--- src/rtl/mcu_link_pkg.sv ---
// Shared definitions for the MCU->ROCSTAR 4-bit cable link: wire symbols,
// receiver state/class enums and the locked-mode successor rule.
package mcu_link_pkg;

  localparam logic [3:0] SYM_IDLE0 = 4'b0111;
  localparam logic [3:0] SYM_IDLE1 = 4'b1011;
  localparam logic [3:0] SYM_IDLE2 = 4'b1101;
  localparam logic [3:0] SYM_IDLE3 = 4'b1110;
  localparam logic [3:0] SYM_NCOIN = 4'b1001;
  localparam logic [3:0] SYM_PCOIN = 4'b0011;
  localparam logic [3:0] SYM_SPECL = 4'b1100;

  typedef enum logic [2:0] {
    ST_HUNT,
    ST_LOCKED,
    ST_PAY1,
    ST_PAY2,
    ST_PAY3,
    ST_PAY4
  } rx_state_e;

  // SC_SPEC4 marks a just-completed special word; SC_OTHER is any unknown nibble.
  typedef enum logic [3:0] {
    SC_IDLE0,
    SC_IDLE1,
    SC_IDLE2,
    SC_IDLE3,
    SC_NCOIN,
    SC_PCOIN,
    SC_SPECL,
    SC_SPEC4,
    SC_OTHER
  } sym_class_e;

  function automatic sym_class_e classify(input logic [3:0] sym);
    sym_class_e c;
    case (sym)
      SYM_IDLE0: c = SC_IDLE0;
      SYM_IDLE1: c = SC_IDLE1;
      SYM_IDLE2: c = SC_IDLE2;
      SYM_IDLE3: c = SC_IDLE3;
      SYM_NCOIN: c = SC_NCOIN;
      SYM_PCOIN: c = SC_PCOIN;
      SYM_SPECL: c = SC_SPECL;
      default:   c = SC_OTHER;
    endcase
    return c;
  endfunction

  function automatic logic is_idle(input sym_class_e c);
    return (c == SC_IDLE0) || (c == SC_IDLE1) || (c == SC_IDLE2) || (c == SC_IDLE3);
  endfunction

  function automatic sym_class_e idle_succ(input sym_class_e c);
    sym_class_e n;
    case (c)
      SC_IDLE0: n = SC_IDLE1;
      SC_IDLE1: n = SC_IDLE2;
      SC_IDLE2: n = SC_IDLE3;
      SC_IDLE3: n = SC_IDLE0;
      default:  n = SC_OTHER;
    endcase
    return n;
  endfunction

  function automatic logic next_legal(input sym_class_e last, input sym_class_e sym);
    logic ok;
    case (last)
      SC_IDLE0, SC_IDLE1, SC_IDLE2, SC_IDLE3:
        ok = (sym == idle_succ(last)) || (sym == SC_NCOIN) || (sym == SC_PCOIN) || (sym == SC_SPECL);
      SC_NCOIN, SC_PCOIN:
        ok = (sym == SC_IDLE0) || (sym == SC_SPECL);
      SC_SPEC4:
        ok = (sym == SC_IDLE0) || (sym == SC_NCOIN) || (sym == SC_PCOIN) || (sym == SC_SPECL);
      default:
        ok = 1'b0;
    endcase
    return ok;
  endfunction

endpackage

--- src/rtl/mcu_link_lockdet.sv ---
// Idle-succession checker for the HUNT phase: counts consecutive correct idle
// rotations and flags the succession that completes the lock requirement.
module mcu_link_lockdet
  import mcu_link_pkg::*;
#(
  parameter int LOCK_N = 8
) (
  input  logic       clk,
  input  logic       rst,
  input  logic       hunt_en,
  input  sym_class_e last_cls,
  input  sym_class_e cur_cls,
  output logic       lock_ok
);

  localparam logic [3:0] LOCK_LAST = 4'(LOCK_N - 1);

  logic [3:0] cnt_r;
  logic [3:0] cnt_s;
  logic       succ_s;

  // Succession check and next hunt count; the count only survives while hunting.
  always_comb begin
    succ_s  = is_idle(last_cls) && (cur_cls == idle_succ(last_cls));
    lock_ok = hunt_en && succ_s && (cnt_r == LOCK_LAST);
    if (!hunt_en || !succ_s || lock_ok) begin
      cnt_s = 4'd0;
    end else begin
      cnt_s = cnt_r + 4'd1;
    end
  end

  // Hunt counter register.
  always_ff @(posedge clk or negedge rst) begin
    if (!rst) begin
      cnt_r <= 4'd0;
    end else begin
      cnt_r <= cnt_s;
    end
  end

endmodule

--- src/rtl/mcu_link_rx.sv ---
// ROCSTAR-side receiver for the MCU cable stream: idle alignment, coincidence
// symbol decode, special-word reassembly and a saturating protocol-error count.
module mcu_link_rx
  import mcu_link_pkg::*;
#(
  parameter int LOCK_N = 8,
  parameter int ERRW   = 16
) (
  input  logic            clk,
  input  logic            rst,
  input  logic [3:0]      in,
  input  logic            err_clr,
  output logic            locked,
  output logic            pcoinc,
  output logic            ncoinc,
  output logic            spw_valid,
  output logic [15:0]     spw_data,
  output logic            err,
  output logic [ERRW-1:0] err_count
);

  localparam logic [ERRW-1:0] CNT_ONE = ERRW'(1'b1);
  localparam logic [ERRW-1:0] CNT_MAX = {ERRW{1'b1}};

  logic [3:0]      in_q_r;
  rx_state_e       state_r, state_s;
  sym_class_e      last_r, last_s;
  sym_class_e      cls_s;
  logic [11:0]     shift_r, shift_s;
  logic [15:0]     data_r, data_s;
  logic            locked_r, locked_s;
  logic            pcoinc_r, pcoinc_s;
  logic            ncoinc_r, ncoinc_s;
  logic            spw_valid_r, spw_valid_s;
  logic            err_r, err_s;
  logic [ERRW-1:0] err_cnt_r, err_cnt_s;
  logic            lock_ok_s;

  assign cls_s = classify(in_q_r);

  mcu_link_lockdet #(.LOCK_N(LOCK_N)) u_lockdet (
    .clk      (clk),
    .rst      (rst),
    .hunt_en  (state_r == ST_HUNT),
    .last_cls (last_r),
    .cur_cls  (cls_s),
    .lock_ok  (lock_ok_s)
  );

  // Receiver FSM: next state, decoded pulses and payload assembly.
  always_comb begin
    state_s     = state_r;
    last_s      = last_r;
    shift_s     = shift_r;
    data_s      = data_r;
    pcoinc_s    = 1'b0;
    ncoinc_s    = 1'b0;
    spw_valid_s = 1'b0;
    err_s       = 1'b0;
    case (state_r)
      ST_HUNT: begin
        last_s = cls_s;
        if (lock_ok_s) begin
          state_s = ST_LOCKED;
        end else begin
          state_s = ST_HUNT;
        end
      end
      ST_LOCKED: begin
        // An illegal symbol still becomes 'last' so an idle can seed the next hunt.
        last_s = cls_s;
        if (next_legal(last_r, cls_s)) begin
          case (cls_s)
            SC_NCOIN: ncoinc_s = 1'b1;
            SC_PCOIN: pcoinc_s = 1'b1;
            SC_SPECL: state_s  = ST_PAY1;
            default:  state_s  = ST_LOCKED;
          endcase
        end else begin
          err_s   = 1'b1;
          state_s = ST_HUNT;
        end
      end
      ST_PAY1: begin
        shift_s = {shift_r[7:0], in_q_r};
        state_s = ST_PAY2;
      end
      ST_PAY2: begin
        shift_s = {shift_r[7:0], in_q_r};
        state_s = ST_PAY3;
      end
      ST_PAY3: begin
        shift_s = {shift_r[7:0], in_q_r};
        state_s = ST_PAY4;
      end
      ST_PAY4: begin
        data_s      = {shift_r, in_q_r};
        spw_valid_s = 1'b1;
        last_s      = SC_SPEC4;
        state_s     = ST_LOCKED;
      end
      default: begin
        state_s = ST_HUNT;
      end
    endcase
    locked_s = (state_s != ST_HUNT);
  end

  // Saturating error counter; a clear coinciding with a new error leaves one.
  always_comb begin
    if (err_clr && err_s) begin
      err_cnt_s = CNT_ONE;
    end else if (err_clr) begin
      err_cnt_s = {ERRW{1'b0}};
    end else if (err_s && (err_cnt_r != CNT_MAX)) begin
      err_cnt_s = err_cnt_r + CNT_ONE;
    end else begin
      err_cnt_s = err_cnt_r;
    end
  end

  // State, input and output registers.
  always_ff @(posedge clk or negedge rst) begin
    if (!rst) begin
      in_q_r      <= 4'd0;
      state_r     <= ST_HUNT;
      last_r      <= SC_OTHER;
      shift_r     <= 12'd0;
      data_r      <= 16'd0;
      locked_r    <= 1'b0;
      pcoinc_r    <= 1'b0;
      ncoinc_r    <= 1'b0;
      spw_valid_r <= 1'b0;
      err_r       <= 1'b0;
      err_cnt_r   <= {ERRW{1'b0}};
    end else begin
      in_q_r      <= in;
      state_r     <= state_s;
      last_r      <= last_s;
      shift_r     <= shift_s;
      data_r      <= data_s;
      locked_r    <= locked_s;
      pcoinc_r    <= pcoinc_s;
      ncoinc_r    <= ncoinc_s;
      spw_valid_r <= spw_valid_s;
      err_r       <= err_s;
      err_cnt_r   <= err_cnt_s;
    end
  end

  assign locked    = locked_r;
  assign pcoinc    = pcoinc_r;
  assign ncoinc    = ncoinc_r;
  assign spw_valid = spw_valid_r;
  assign spw_data  = data_r;
  assign err       = err_r;
  assign err_count = err_cnt_r;

endmodule
--- config.mk ---
export PLATFORM = sky130hd
export DESIGN_NAME = mcu_link_rx
export DESIGN_NICKNAME = d
export VERILOG_FILES = /design/src/rtl/mcu_link_pkg.sv /design/src/rtl/mcu_link_lockdet.sv /design/src/rtl/mcu_link_rx.sv
export SDC_FILE = /design/constraint.sdc
export NUM_CORES = 1
export LEC_CHECK = 0
export ABC_AREA = 1
export CORE_UTILIZATION = 39
export CTS_BUF_LIST = sky130_fd_sc_hd__clkbuf_4
export CTS_CLUSTER_SIZE = 28
export DETAILED_ROUTE_END_ITERATION = 10
export GPL_ROUTABILITY_DRIVEN = 0
export PLACE_DENSITY = 0.68
export SYNTH_ARGS = -nofsm -noshare
export SYNTH_HDL_FRONTEND = slang
export SYNTH_SLANG_ARGS = --single-unit
--- constraint.sdc ---
create_clock -name clk -period 5.1 [get_ports clk]
set_input_delay 0.51 -clock clk [delete_from_list [all_inputs] [get_ports clk]]
set_output_delay 0.51 -clock clk [all_outputs]
set_load 0.005 [all_outputs]
==> metrics.md, run 1 <==
| Metric | Value |
|---|---|
| DP Worst Slack | `2.563 ns` |
| Final instance count without filler cells | `526` |
| Setup slack, reg-to-reg | `2.86 ns` |
| Die height | `91.83 um` |
| Max Cap Viol | `0` |
| Longest Clk Path Bufs | `2` |
| Clk_lat worst skew | `0.40 ns` |
| WP data arrival | `2.54 ns` |
| DRT antenna net count | `0` |
| Peak supply drop | `0.00008945 V` |
| Hold crit path type | `input pin to async pin` |
| WP depth | `10` |
| Cts repair resizes | `0` |
| Most common cell after layout, fill and taps aside | `nand2_1` |
| Largest stage delay, worst path | `0.50 ns` |
| Most frequent cells in the layout | `86 x nand2_1, 63 x dfrtp_1, 42 x clkdlybuf4s50_1` |
| CTS sink cnt | `64` |
| FILL cells | `768` |
| Mean Syn Cell Area | `8.391 um2` |
| ANT cells | `0` |
| Routed len/inst | `11.78 um` |
| Slew Viols, Final | `0` |
| Cells after Synth | `375` |
| Worst Reg-to-Reg Cells | `10` |
| Max frequency | `0.4458 GHz` |
| CTS tree | `built` |
| CP Capture Type | `flop` |
| Slowest CP cell | `dfrtp_1` |
| Setup crit start kind | `flop` |
| Most used cell, CP | `nand2_1` |
| First-pass GRT wire length | `10.98 mm` |
| Routed metal-1 wirelength | `2.955 mm` |
| Via density | `4.700` |
| Die W | `91.83 um` |
| CP Buf/Inv Count | `1` |
| CP max FO | `17` |
| Placed Cells | `510` |
| Met3 wire len | `295 um` |
| Routed vias | `2,472` |
| Tcrit/Tclk final | `0.4399` |
| Worst Setup SP | `err_count[0]` |
| Area growth syn-to-layout | `19.88%` |
| Crit-path cells | `ha_1, nand2_1, nor2_2, nand4_1, inv_1, nand4_1, nand3_4, nand2_4, nand2_1, nand2_1` |
| Iter 0 DRT Violations | `128` |
| H-tree levels | `3` |
| Static leakage | `1.738 nW` |
| Total grt overflow | `0` |
| Ys Warns | `0` |
| Uppermost routed layer | `met4` |
| Final HPWL DP | `4.532 mm` |
| Worst Tran Pin Value | `0.8232 ns` |
| Sum Neg Setup Slack | `0 ns` |
| Unrepaired setup endpoints after global routing | `false` |
| Cell area after synthesis | `0.003147 mm2` |
| Total track usage | `0.1653` |
| FP Rows | `32` |
| Post-CTS Hold Buffers | `0` |
| CTS root buf | `clkbuf_4` |
| Post-CTS Setup Bufs | `0` |
| Initial antenna violation count | `0` |
| CTS clk-pin slew, worst paths | `0.11 ns` |
| I/O pin count | `44` |
| Residual DRC | `0` |
| Pwr Density | `239.7 mW/mm2` |
| Worst setup margin | `2.857 ns` |
| Min cycle time layout | `2.243 ns` |
| Core area | `0.007767 mm2` |
| WL met2 | `2.859 mm` |
| Routed Wire Length | `6.195 mm` |
| Synth cell types | `34` |
| Initial Util | `0.4051` |
| Setup Crit Path Kind | `flop to flop` |
| TritonCTS buffer count | `9` |
| Cell family with most CP delay | `simple AND/OR/NAND/NOR gates` |
| WP data required | `5.39 ns` |
| Synth Net Count | `384` |
| Sequential fraction of the synthesis area | `0.5093` |
| Share of cells above drive strength 1 | `0.1179` |
| Reg-to-Reg Start | `err_count[0]` |
| Largest net degree at the start of global routing | `65` |
| Die area | `0.008432 mm2` |
| PortBufs | `43` |
| Final setup violating endpoints | `0` |
| Setup Skew | `0.01262 ns` |
| Slew HR | `0.4506` |
| Net count reported at finish | `428` |
| Vias in the first global route | `2,389` |
| Status | `completed` |
| Synth Register Bits | `64` |
| Reg-to-Reg End | `err_count[3]` |
| First-pass DRT Iterations | `4` |
| Hold Vio Cnt, Final | `0` |
state kept, by name (all words and copies together) (netlist names):
signal           flops
err                  1
err_count           16
in_q_r               4
last_r               4
locked               1
ncoinc               1
pcoinc               1
shift_r             12
spw_data            16
spw_valid            1
state_r              3
u_lockdet.cnt_r      4
cells by family after synthesis:
kind of cell    Yosys count  synth area share
simple gates            202            0.3062
flops                    64            0.5093
buf+inv                  57           0.07913
compound gates           38           0.06401
xor+xnor                 12           0.03340
fa+ha+maj                 2          0.007951
how the worst max path moves through the flow:
stage | end | slack, ns
after floorplan | err_count[5] | 3.26
after CTS | err_count[4] | 2.82
after global placement | err_count[3] | 2.61
final | err_count[3] | 2.86
after detailed placement | err_count[3] | 2.56
after global routing | err_count[4] | 2.63
layout make-up:
cell class                 instances  area (um2)  area share
sequential                        64        1603      0.4249
multi-input combinational        254        1295      0.3433
timing repair buffer              45       440.4      0.1167
inverter                          45       168.9     0.04478
clock inverter                     7       70.07     0.01857
tap                              102       127.6     0.03383
clock buffer                       9       67.56     0.01791
layer usage:
layer,global-route usage,up-vias
met1,0.2164,1117
li1,-,1287
met2,0.2650,57
met5,0,-
met3,0.03068,11
met4,0.07813,0
worst register-to-register path: stages (launching register included):
cell and delay, ns:
dfrtp_1 0.50, ha_1 0.24, nand2_1 0.10, nor2_2 0.22, nand4_1 0.16, inv_1 0.08
nand4_1 0.21, nand3_4 0.28, nand2_4 0.19, nand2_1 0.11, nand2_1 0.05
power breakdown:
group / switching [mW] / total (mW) / internal, mW / leakage [nW]
combinational: 0.0385 / 0.0547 / 0.0163 / 0.791
clock: 0.183 / 0.332 / 0.148 / 0.0676
sequential: 0.00586 / 0.518 / 0.512 / 0.879
total: 0.227 / 0.904 / 0.677 / 1.74
stage by stage:
stage	area [um2]	util	hold slack, ns	power [mW]
after floorplan	3147	-	0.2144	0.5651
after global placement	3635	0.4679	0.4430	0.5827
after detailed placement	3635	0.4679	0.4552	0.5837
after CTS	3772	0.4857	0.2685	0.9204
after global routing	3772	0.4857	0.3055	0.9536
final	3772	0.4857	0.2571	0.9042
cell usage after synthesis, drive strengths merged:
| cell | number | area [um2] |
|---|---|---|
| inv | 44 | 165.2 |
| a21oi | 1 | 5.000 |
| xor2 | 9 | 78.83 |
| a22oi | 2 | 15.01 |
| nor2 | 36 | 142.6 |
| clkinv | 1 | 3.750 |
| nand3 | 37 | 212.7 |
| or2 | 1 | 6.260 |
| buf | 4 | 50.05 |
| o21ai | 32 | 160.2 |
| clkbuf | 8 | 30.03 |
| dfrtp | 63 | 1577 |
| dfstp | 1 | 26.28 |
| o221ai | 1 | 8.760 |
| o22ai | 1 | 6.260 |
| nand3b | 1 | 7.510 |
| ha | 2 | 25.02 |
| nor4 | 3 | 18.77 |
| a31oi | 1 | 6.260 |
| nand4 | 6 | 37.54 |
| nor3b | 4 | 35.03 |
| nand2 | 106 | 462.9 |
| xnor2 | 3 | 26.28 |
| nor3 | 8 | 40.04 |
No activity file was read; power rests on OpenSTA's default activity.
==> run 2, diff against run 1 <==
==> constraint.sdc (replaced) <==
create_clock -name clk -period 2.25 [get_ports clk]
set_input_delay 0.225 -clock clk [delete_from_list [all_inputs] [get_ports clk]]
set_output_delay 0.225 -clock clk [all_outputs]
set_load 0.005 [all_outputs]
==> metrics.md, run 2 (synthesized netlist as in run 1, its figures left out) <==
| Metric | Value |
|---|---|
| Final core occ | `0.4936` |
| CP Capture Type | `flop` |
| First-pass DRT Iterations | `4` |
| Min cycle time layout | `2.019 ns` |
| CTS sink cnt | `64` |
| CP max FO | `14` |
| TritonCTS buffer count | `9` |
| Worst Setup SP | `err_count[0]` |
| Initial Util | `0.4051` |
| Sw power | `525.0 uW` |
| Register Area | `0.001604 mm2` |
| Clk_lat worst skew | `0.40 ns` |
| CTS clk-pin slew, worst paths | `0.11 ns` |
| FP Rows | `32` |
| Die area | `0.008432 mm2` |
| Most used cell, CP | `nand2_1` |
| Area growth syn-to-layout | `21.83%` |
| Area of the multi-input gates | `0.001295 mm2` |
| CP Buf/Inv Count | `1` |
| Hold Path Sink | `in_q_r[2]` |
| Setup Skew | `0.01470 ns` |
| FILL cells | `757` |
| ANT cells | `0` |
| Net Sw Frac | `0.2422` |
| Largest net degree at the start of global routing | `65` |
| Setup Crit Path Kind | `flop to flop` |
| Worst Tran Pin Value | `0.5724 ns` |
| Initial antenna violation count | `0` |
| Static leakage | `1.769 nW` |
| Hold-critical path depth | `1` |
| Die W | `91.83 um` |
| Core area | `0.007767 mm2` |
| Setup slack, reg-to-reg | `0.23 ns` |
| Die height | `91.83 um` |
| Unrepaired setup endpoints after global routing | `false` |
| Peak supply drop | `0.0002149 V` |
| First-pass GRT wire length | `11.43 mm` |
| CTS root buf | `clkbuf_4` |
| Slew HR | `0.6160` |
| Routed Wire Length | `6.486 mm` |
| CTS tree | `built` |
| Longest Clk Path Bufs | `2` |
| Total grt overflow | `0` |
| Slowest CP cell | `dfrtp_2` |
| Sum Neg Setup Slack | `0 ns` |
| Status | `completed` |
| Pint | `1.643 mW` |
| DRT antenna net count | `0` |
| Pwr Density | `565.5 mW/mm2` |
| Crit-path cells | `ha_1, nand2_1, nor2_2, nand4_1, inv_1, nand4_1, nand3_4, nand2_4, nand2_1, nand2_1` |
| Slew Viols, Final | `0` |
| Tcrit/Tclk final | `0.8975` |
| Total track usage | `0.1723` |
| Routed len/inst | `12.26 um` |
| Final setup violating endpoints | `0` |
| I/O pin count | `44` |
| Hold crit path type | `input pin to flop` |
| Max frequency | `0.4952 GHz` |
| WP data arrival | `2.31 ns` |
| Fraction of power consumed by sequential logic | `0.542` |
| Via density | `4.877` |
| Reg-to-Reg End | `err_count[3]` |
| Routed vias | `2,580` |
| Worst Reg-to-Reg Cells | `10` |
| Most common cell after layout, fill and taps aside | `nand2_1` |
| Gate power share | `0.061` |
| Cell family with most CP delay | `simple AND/OR/NAND/NOR gates` |
| Most frequent cells in the layout | `86 x nand2_1, 62 x dfrtp_1, 42 x clkdlybuf4s50_1` |
| Net count reported at finish | `432` |
| Reg-to-Reg Start | `err_count[0]` |
| Setup crit start kind | `flop` |
| Hold path startpoint | `in[2]` |
| Iter 0 DRT Violations | `68` |
| Max Cap Viol | `0` |
| Clk network pwr share | `0.397` |
| Final HPWL DP | `4.522 mm` |
| Vias in the first global route | `2,479` |
| PortBufs | `43` |
| WP data required | `2.54 ns` |
| Hold Vio Cnt, Final | `0` |
| Largest stage delay, worst path | `0.44 ns` |
| Residual DRC | `0` |
| Share of cells above drive strength 1 | `0.1265` |
| H-tree levels | `3` |
-- run 2: worst max-delay path by stage --
stage                                to  slack, ns  depth (start not counted)
final                      err_count[3]       0.23                         10
after global placement     err_count[2]       0.31                         10
after global routing      err_count[15]       0.02                         10
after floorplan            err_count[5]       0.41                         11
after CTS                  err_count[3]       0.18                         10
after detailed placement   err_count[3]       0.20                         10
-- run 2: stage by stage --
| stage | setup slack, ns | area, um2 | hold WS [ns] | instances | total power [mW] |
|---|---|---|---|---|---|
| global route | 0.01722 | 3834 | 0.2094 | 529 | 2.269 |
| global placement | 0.3122 | 3670 | 0.2635 | 513 | 1.327 |
| CTS | 0.1797 | 3832 | 0.2222 | 529 | 2.201 |
| finish | 0.2306 | 3834 | 0.2475 | 529 | 2.168 |
| floorplan | 0.4072 | 3147 | -0.07059 | 375 | 1.281 |
| detailed placement | 0.2022 | 3670 | 0.2665 | 513 | 1.331 |
-- run 2: power by group through the flow --
stage	clock network, mW	registers (mW)	logic (mW)
6_report	0.861	1.17	0.133
5_1_grt	0.940	1.18	0.153
4_1_cts	0.891	1.17	0.136
3_5_place_dp	0	1.20	0.134
3_3_place_gp	0	1.20	0.131
2_1_floorplan	0	1.19	0.0908
-- run 2: metal layers --
layer,global-route usage,share of wire,up-vias
met2,0.2688,0.45,83
met1,0.2295,0.47,1184
met5,0,0,-
li1,-,-,1296
met4,0.06641,0.020,0
met3,0.04561,0.061,17
-- run 2: worst register-to-register path, delay by kind of cell, from the launching register on --
family | cells | cell delay (ns)
flops | 1 | 0.44
fa+ha+maj | 1 | 0.22
simple gates | 8 | 1.18
buf+inv | 1 | 0.08
-- run 2: layout make-up --
| cell class | instances | share of cell area |
|---|---|---|
| clock buffers | 9 | 0.01762 |
| clock inverters | 6 | 0.02219 |
| inverters | 45 | 0.04406 |
| multi-input cells | 254 | 0.3378 |
| flip-flops and latches | 64 | 0.4184 |
| well taps | 102 | 0.03329 |
| repair buffers | 49 | 0.1266 |
-- run 2: repair_timing --
action,4_1_cts,5_1_grt
setup endpoints to repair,0,10
endpoints found under the hold margin,63,0
buffers inserted,0,0
hold buffers,1,0
gates resized for setup,0,1
